==> src/rtl/ltsm_sb_pkg.sv <==
// Sideband message/info codes and the TX-arbiter state encoding.
// Shared by the PHYRETRAIN sideband arbiter and its helpers.
package ltsm_sb_pkg;

    localparam logic [3:0] PHYRETRAIN_START_REQ  = 4'd1;
    localparam logic [3:0] PHYRETRAIN_START_RESP = 4'd2;

    localparam logic [2:0] INFO_TXSELFCAL = 3'b001;
    localparam logic [2:0] INFO_SPEEDIDLE = 3'b010;
    localparam logic [2:0] INFO_REPAIR    = 3'b100;

    localparam logic [2:0] ARB_IDLE      = 3'd0;
    localparam logic [2:0] ARB_SEND      = 3'd1;
    localparam logic [2:0] ARB_WAIT_RISE = 3'd2;
    localparam logic [2:0] ARB_WAIT_FALL = 3'd3;
    localparam logic [2:0] ARB_DONE      = 3'd4;

endpackage

==> src/rtl/sb_busy_edge_det.sv <==
// Registers sideband busy and flags its falling edge.
// o_fall is valid in the cycle busy first reads low; no backpressure.
module sb_busy_edge_det (
    input  logic i_clk,
    input  logic i_rst,
    input  logic i_busy,
    output logic o_fall
);

    logic busy_q;

    always_ff @(posedge i_clk or posedge i_rst) begin
        if (i_rst) begin
            busy_q <= 1'b0;
        end else begin
            busy_q <= i_busy;
        end
    end

    assign o_fall = busy_q & ~i_busy;

endmodule

==> src/rtl/phyretrain_sb_tx_arbiter.sv <==
// Round-robin share of the sideband encoder between the PHYRETRAIN TX and RX FSMs.
// Valid -> o_sb_send +2 cycles; busy fall -> done pulse +1; requesters hold valid until the done pulse.
module phyretrain_sb_tx_arbiter
    import ltsm_sb_pkg::*;
#(
    parameter int unsigned SB_MSG_WIDTH = 4,
    parameter int unsigned INFO_WIDTH   = 3,
    parameter int unsigned BUSY_TIMEOUT = 16
) (
    input  logic                    i_clk,
    input  logic                    i_rst,
    input  logic                    i_tx_valid,
    input  logic [SB_MSG_WIDTH-1:0] i_tx_msg,
    input  logic [INFO_WIDTH-1:0]   i_tx_msg_info,
    input  logic                    i_rx_valid,
    input  logic [SB_MSG_WIDTH-1:0] i_rx_msg,
    input  logic [INFO_WIDTH-1:0]   i_rx_msg_info,
    input  logic                    i_sb_busy,
    output logic                    o_sb_send,
    output logic [SB_MSG_WIDTH-1:0] o_sb_msg,
    output logic [INFO_WIDTH-1:0]   o_sb_msg_info,
    output logic                    o_tx_grant,
    output logic                    o_rx_grant,
    output logic                    o_falling_edge_busy,
    output logic                    o_rx_valid_fwd,
    output logic                    o_timeout_err
);

    localparam int unsigned      CNT_W    = $clog2(BUSY_TIMEOUT + 1);
    localparam logic [CNT_W-1:0] CNT_LAST = CNT_W'(BUSY_TIMEOUT - 1);

    logic [2:0]       state;
    logic [CNT_W-1:0] rise_cnt;
    logic             last_rx;
    logic             busy_fall;
    logic             pick_rx;
    logic             pick_tx;

    sb_busy_edge_det u_busy_edge (
        .i_clk  (i_clk),
        .i_rst  (i_rst),
        .i_busy (i_sb_busy),
        .o_fall (busy_fall)
    );

    // On a tie the requester not served last wins; last_rx resets to TX so RX wins first.
    assign pick_rx = i_rx_valid & (~i_tx_valid | ~last_rx);
    assign pick_tx = i_tx_valid & ~pick_rx;

    always_ff @(posedge i_clk or posedge i_rst) begin
        if (i_rst) begin
            state               <= ARB_IDLE;
            rise_cnt            <= '0;
            last_rx             <= 1'b0;
            o_sb_send           <= 1'b0;
            o_sb_msg            <= '0;
            o_sb_msg_info       <= '0;
            o_tx_grant          <= 1'b0;
            o_rx_grant          <= 1'b0;
            o_falling_edge_busy <= 1'b0;
            o_rx_valid_fwd      <= 1'b0;
            o_timeout_err       <= 1'b0;
        end else begin
            o_sb_send           <= 1'b0;
            o_falling_edge_busy <= 1'b0;
            o_timeout_err       <= 1'b0;
            o_rx_valid_fwd      <= i_rx_valid;
            case (state)
                ARB_IDLE: begin
                    if (pick_rx || pick_tx) begin
                        o_sb_msg      <= pick_rx ? i_rx_msg      : i_tx_msg;
                        o_sb_msg_info <= pick_rx ? i_rx_msg_info : i_tx_msg_info;
                        o_rx_grant    <= pick_rx;
                        o_tx_grant    <= pick_tx;
                        last_rx       <= pick_rx;
                        state         <= ARB_SEND;
                    end
                end
                ARB_SEND: begin
                    o_sb_send <= 1'b1;
                    rise_cnt  <= '0;
                    state     <= ARB_WAIT_RISE;
                end
                ARB_WAIT_RISE: begin
                    if (i_sb_busy) begin
                        state <= ARB_WAIT_FALL;
                    end else if (rise_cnt == CNT_LAST) begin
                        // Encoder never started: release the grant so a held valid is re-arbitrated.
                        o_timeout_err <= 1'b1;
                        o_tx_grant    <= 1'b0;
                        o_rx_grant    <= 1'b0;
                        state         <= ARB_IDLE;
                    end else begin
                        rise_cnt <= rise_cnt + 1'b1;
                    end
                end
                ARB_WAIT_FALL: begin
                    if (busy_fall) begin
                        o_falling_edge_busy <= 1'b1;
                        state               <= ARB_DONE;
                    end
                end
                ARB_DONE: begin
                    o_tx_grant <= 1'b0;
                    o_rx_grant <= 1'b0;
                    state      <= ARB_IDLE;
                end
                default: begin
                    o_tx_grant <= 1'b0;
                    o_rx_grant <= 1'b0;
                    state      <= ARB_IDLE;
                end
            endcase
        end
    end

endmodule

==> config.mk <==
export PLATFORM = sky130hd
export DESIGN_NAME = phyretrain_sb_tx_arbiter
export DESIGN_NICKNAME = d
export VERILOG_FILES = /design/src/rtl/ltsm_sb_pkg.sv /design/src/rtl/sb_busy_edge_det.sv /design/src/rtl/phyretrain_sb_tx_arbiter.sv
export SDC_FILE = /design/constraint.sdc
export NUM_CORES = 1
export LEC_CHECK = 0
export BUFFER_PORTS_ARGS = -buffer_cell sky130_fd_sc_hd__buf_4
export CAP_MARGIN = 10
export CORE_MARGIN = 2
export CORE_UTILIZATION = 46
export DETAILED_ROUTE_END_ITERATION = 6
export GPL_TIMING_DRIVEN = 1
export PLACE_DENSITY = 0.82
export RECOVER_POWER = 50
export SLEW_MARGIN = 40
export SYNTH_ARGS = -nofsm -noshare
export SYNTH_HDL_FRONTEND = slang
export SYNTH_SLANG_ARGS = --single-unit
==> constraint.sdc <==
create_clock -name i_clk -period 1.81 [get_ports i_clk]
set_input_delay 0.181 -clock i_clk [delete_from_list [all_inputs] [get_ports i_clk]]
set_output_delay 0.181 -clock i_clk [all_outputs]
set_load 0.03 [all_outputs]
[Word-level counts from Yosys, hierarchy flattened]
Index checks and enable logic that the tools add are counted.
Widths: inputs -> output; s select.
Storage, ports and cells
  register bits after elaboration: 23
  word-level logic and storage cells: 62
  input bits: 19
  output and inout port bits: 13
Operators by class
  muxes and demuxes: 22
  bitwise gates (word level): 9
  add/subtract/negate cells: 1
  equality and inequality tests: 10
  reduce and logical (&&, ||, !) cells: 8
Operator list (number)
  $mux 3: 5
  $pmux 3 s4: 1
  $mux 1: 10
  $mux 5: 2
  $ne 2x2->1 const B: 5
  $pmux 5 s2: 1
  $eq 3x2->1 const B: 2
  $pmux 1 s3: 2
  $reduce_and 3->1: 2
  $add 5x1->5 const B: 1
  $eq 5x4->1 const B: 1
  $not 1->1: 5
  $mux 4: 1
  $reduce_and 4->1: 1
  $and 1x1->1: 3
  $eq 3x1->1 const B: 1
  $logic_not 3->1: 1
  $ne 3x3->1 const B: 1
  $reduce_and 2->1: 1
  $reduce_bool 2->1: 1
  $reduce_or 2->1: 1
  $logic_or 1x1->1: 1
  $or 1x1->1: 1

[Longest topological paths before layout]
  depth after elaboration: 8
  depth in mapped cells: 6
  mapped depth without buffers: 6

[By module]
A second synthesis with hierarchy kept.
Unflattened totals
  cell total of the unflattened synthesis: 104
  area total of the unflattened synthesis: 1229.9 um^2
By module, submodules not included
  phyretrain_sb_tx_arbiter: area an instance 1187.4 um^2, sequential area each 550.5 um^2, times used 1, cells each 101
  sb_busy_edge_det: area an instance 42.5 um^2, sequential area each 25.0 um^2, times used 1, cells each 3

[Worst setup path after synthesis]
OpenSTA, ideal clock, no wires.
  path kind: register to register
  start: reg rise_cnt[0]
  end: reg rise_cnt[2]
  stages on the path, launching flop included: 7
  buffers on the path: 0
  required time: 1.686 ns
  path slack: 0.032 ns
  setup time: 0.124 ns
  arrival: 1.655 ns
  period minus slack after synthesis: 1.778 ns
  cell sequence: dfrtp_1 -> ha_1 -> and3_1 -> ha_1 -> nor3b_4 -> a21oi_1 -> a211o_1
Between the ends
  word-level cells in the longest chain between the ends: 4
  elaborated cells on any way between the ends: 7
  classes of those cells: add/sub (1); eq/ne (2); mux (3); reduce/logical (1)
Ends and longest elaborated chain
  from (decl): line phyretrain_sb_tx_arbiter.sv:33  | logic [CNT_W-1:0] rise_cnt;
  from (signal assigned): line phyretrain_sb_tx_arbiter.sv:94  | rise_cnt <= rise_cnt + 1'b1;
  $add 5x1->5: line phyretrain_sb_tx_arbiter.sv:94
  $mux 5: line phyretrain_sb_tx_arbiter.sv:87  | end else if (rise_cnt == CNT_LAST) begin
  $mux 5: line phyretrain_sb_tx_arbiter.sv:85  | if (i_sb_busy) begin
  $pmux 5 s2: line phyretrain_sb_tx_arbiter.sv:68  | case (state)
Several ways; a longest one is shown, not always the timed one. The select of a mux whose other input is x is not followed.
A chain may end at the register's enable or synchronous reset.

[Worst setup path in the final report]
  start: reg rise_cnt[0]
  end: reg rise_cnt[3]
Same word-level chain as after synthesis.

==> flow_summary_export.csv <==
group,metric,value,unit
sta,min_period,1.76,ns
logic_synthesis,syn_nets,123,
route,vias,942,
hold_path,worst_hold_path.endpoint,"last_rx",
worst_setup_path,cp.required,2.01,ns
power_and_ir_drop,p_sw_share,40.4,%
sta,relSlewSlack,62.2,%
power_and_ir_drop,power.share.clock,10.6,%
clock_network,cts-root-buf,"clkbuf_4",
job,max_cap_violations,0,
floorplanning,die_area,2970,um^2
finish,layout.nets,166,
power_and_ir_drop,leakage,0.709,nW
finish,fillers,215,
route,drc,0,
worst_setup_path,r2r_start,"rise_cnt[0]",
sta,finalSetupTns,0,ns
logic_synthesis,yosysWarnings,0,
global_routing,track_usage,19.3,%
worst_setup_path,crit_arrival,1.96,ns
outcome,status,"finished clean",
finish,insertedDiodeCount,0,
sta,whs,0.0723,ns
sta,maxSlewViolCount,0,
clock_network,cts_made_buffers,3,
place,dp_hpwl,1750,um
clock_network,cts_tree,"built",
clock_network,cts_sinks,23,
sta,worst_pin_slew,0.567,ns
finish,layout_common_cells,"buf_4, dfrtp_1, mux2_2, clkbuf_1, nand2_1",
floorplanning,die_w,54.5,um
floorplanning,start_util,47.8,%
clock_network,cts_buffer_depth,2,
floorplanning,io_pins,32,
worst_setup_path,crit_path_start_kind,"flip-flop",
floorplanning,core,2450,um^2
clock_network,cts_max_level,1,
finish,area_delta_synth_final,30.9,%
logic_synthesis,syn_inst,102,
sta,fmax,568,MHz
global_routing,antenna_found_initial,0,
worst_setup_path,r2r_setup_slack,0.05,ns
power_and_ir_drop,powerDensity,1460,nW/um^2
power_and_ir_drop,switching_power,0.910,mW
floorplanning,dieHeight,54.5,um
worst_setup_path,critPathKind,"flip-flop to flip-flop",
route,post_drt_wl_per_cell,14.0,um
power_and_ir_drop,total_power,2.25,mW
clock_network,clk_pin_slew_worst_paths,0.13,ns
hold_path,hp-class,"primary input to flip-flop",
global_routing,grt.overflow.total,0,
logic_synthesis,ys_seq_area_share,49.0,%
finish,final_common_cell,"buf_4",
worst_setup_path,r2r_cells,7,
worst_setup_path,worst_r2r_endpoint,"rise_cnt[3]",
place,port_buffers,31,
clock_network,insertion_delay,0.31,ns
power_and_ir_drop,ir_worst_vdd,1.04,mV
floorplanning,rows,18,
logic_synthesis,synth_cell_types,37,
logic_synthesis,syn-cell-area,1170,um^2
logic_synthesis,syn_area_per_cell,11.5,um^2
finish,multi_input_area,576,um^2
worst_setup_path,end_kind,"flip-flop",
worst_setup_path,crit_fanout,6,
sta,clock_skew,0.00904,ns
sta,finalCritPeriodShare,97.2,%
finish,ff_latch_area,576,um^2
power_and_ir_drop,p_seq_share,39.1,%
global_routing,grt_max_degree,24,
hold_path,hold_start,"i_tx_valid",
route,via_per_inst,5.41,
route,drt_first_pass_iters,4,
route,wl,2440,um
route,drt_iter0_markers,15,
power_and_ir_drop,internal_power,1.34,mW
sta,hold_violations,0,
finish,drive_above_1_share,42.4,%
global_routing,grt_pass1_wl,4040,um
finish,fin_util,62.6,%
global_routing,grt_pass1_vias,907,
route,ant_nets,0,
sta,rsz0062_at_grt,"yes",
sta,setup_viol,0,
logic_synthesis,yosys_register_bits,23,
power_and_ir_drop,share_comb_of_total_power,50.3,%
place,place.gp.congestion,0.750,
hold_path,whs_path_depth,2,
[power by group through the flow]
stage	Clock, mW	Sequential, mW	Combinational [mW]
after floorplan	0	1.06	0.555
after global placement	0	0.871	1.09
after detailed placement	0	0.890	1.12
after CTS	0.251	0.881	1.13
after global routing	0.267	0.906	1.23
final	0.239	0.880	1.13
[critical path, cell delays in order, from the launching register on]
cell	delay, ns
dfrtp_1	0.40
ha_2	0.21
and3_4	0.19
ha_4	0.17
nor3b_4	0.32
buf_4	0.18
a211o_1	0.11
nand3_1	0.07
[per-layer routing]
metal,global-route usage (%),vias to the layer above,wire length [um]
met3,3.01,5,117
li1,-,454,-
met5,0,-,0
met4,8.75,0,45
met2,33.5,30,1250
met1,23.3,453,1020
[state kept, by name (all words and copies together) (netlist names)]
name and flops:
o_sb_send 1, o_rx_valid_fwd 1, state 3, o_falling_edge_busy 1
u_busy_edge.busy_q 1, rise_cnt 5, o_sb_msg 4, last_rx 1
o_rx_grant 1, o_sb_msg_info 3, o_timeout_err 1, o_tx_grant 1
[how the worst max path moves through the flow]
stage                      startpoint     endpoint  slack, ns
after floorplan           rise_cnt[0]  rise_cnt[2]       0.03
after global placement    rise_cnt[0]  rise_cnt[2]       0.04
after detailed placement  rise_cnt[0]  rise_cnt[2]      -0.04
after CTS                 rise_cnt[0]  rise_cnt[2]      0.009
after global routing      rise_cnt[0]  rise_cnt[2]      -0.02
final                     rise_cnt[0]  rise_cnt[3]       0.05
[kinds of logic after synthesis]
kind of cell,Yosys count,share of synthesized area [%]
and+or+nand+nor,35,20.2
adders and majority gates,2,2.13
AOI/OAI and AO/OA,18,10.4
muxes,15,14.3
buffers and inverters,9,3.94
DFF,23,49.0
[repair_timing]
action	CTS	global route
setup endpoints to repair	3	3
pin swaps	2	1
hold buffers	2	0
setup buffers	0	1
gates resized for setup	3	3
endpoints found under the hold margin	24	0
[Yosys cell counts (all sizes together)]
cell type  instances  area share, %
a211o              2            1.5
nand2b             4            2.1
nor2               2           0.64
dfrtp             23             49
and4b              1           0.85
nor3b              2            2.2
nand4b             1           0.75
nor3               4            2.7
mux2i              1           0.85
or3                1           0.53
nand3b             3            1.9
a21boi             1           0.96
a21oi              5            2.1
nor2b              3            1.6
clkbuf             2           0.64
buf                3            2.0
o21ai              4            1.7
and3b              1           0.75
o21bai             1           0.64
nor4b              1           0.75
nand3              2           0.85
ha                 2            2.1
and2b              1           0.64
mux2              14             13
o311ai             2            1.5
nand2              5            1.6
a22o               1           0.85
a31oi              1           0.53
a21o               1           0.64
inv                4            1.3
and3               3            1.6
or4                1           0.64
[layout make-up]
cell class	count	area share, %
repair buffers	43	20.0
well taps	30	2.44
flip-flops and latches	23	37.5
inverters	4	0.977
clock buffers	4	1.71
multi-input cells	70	37.5
[per-stage QoR]
step	setup WS, ns	instances	cell area [um^2]
finish	0.0508	174	1540
CTS	0.00938	173	1540
global route	-0.0216	174	1540
detailed placement	-0.0378	167	1480
global placement	0.0385	167	1480
floorplan	0.0315	102	1170
(Power assumes the default switching activity.)
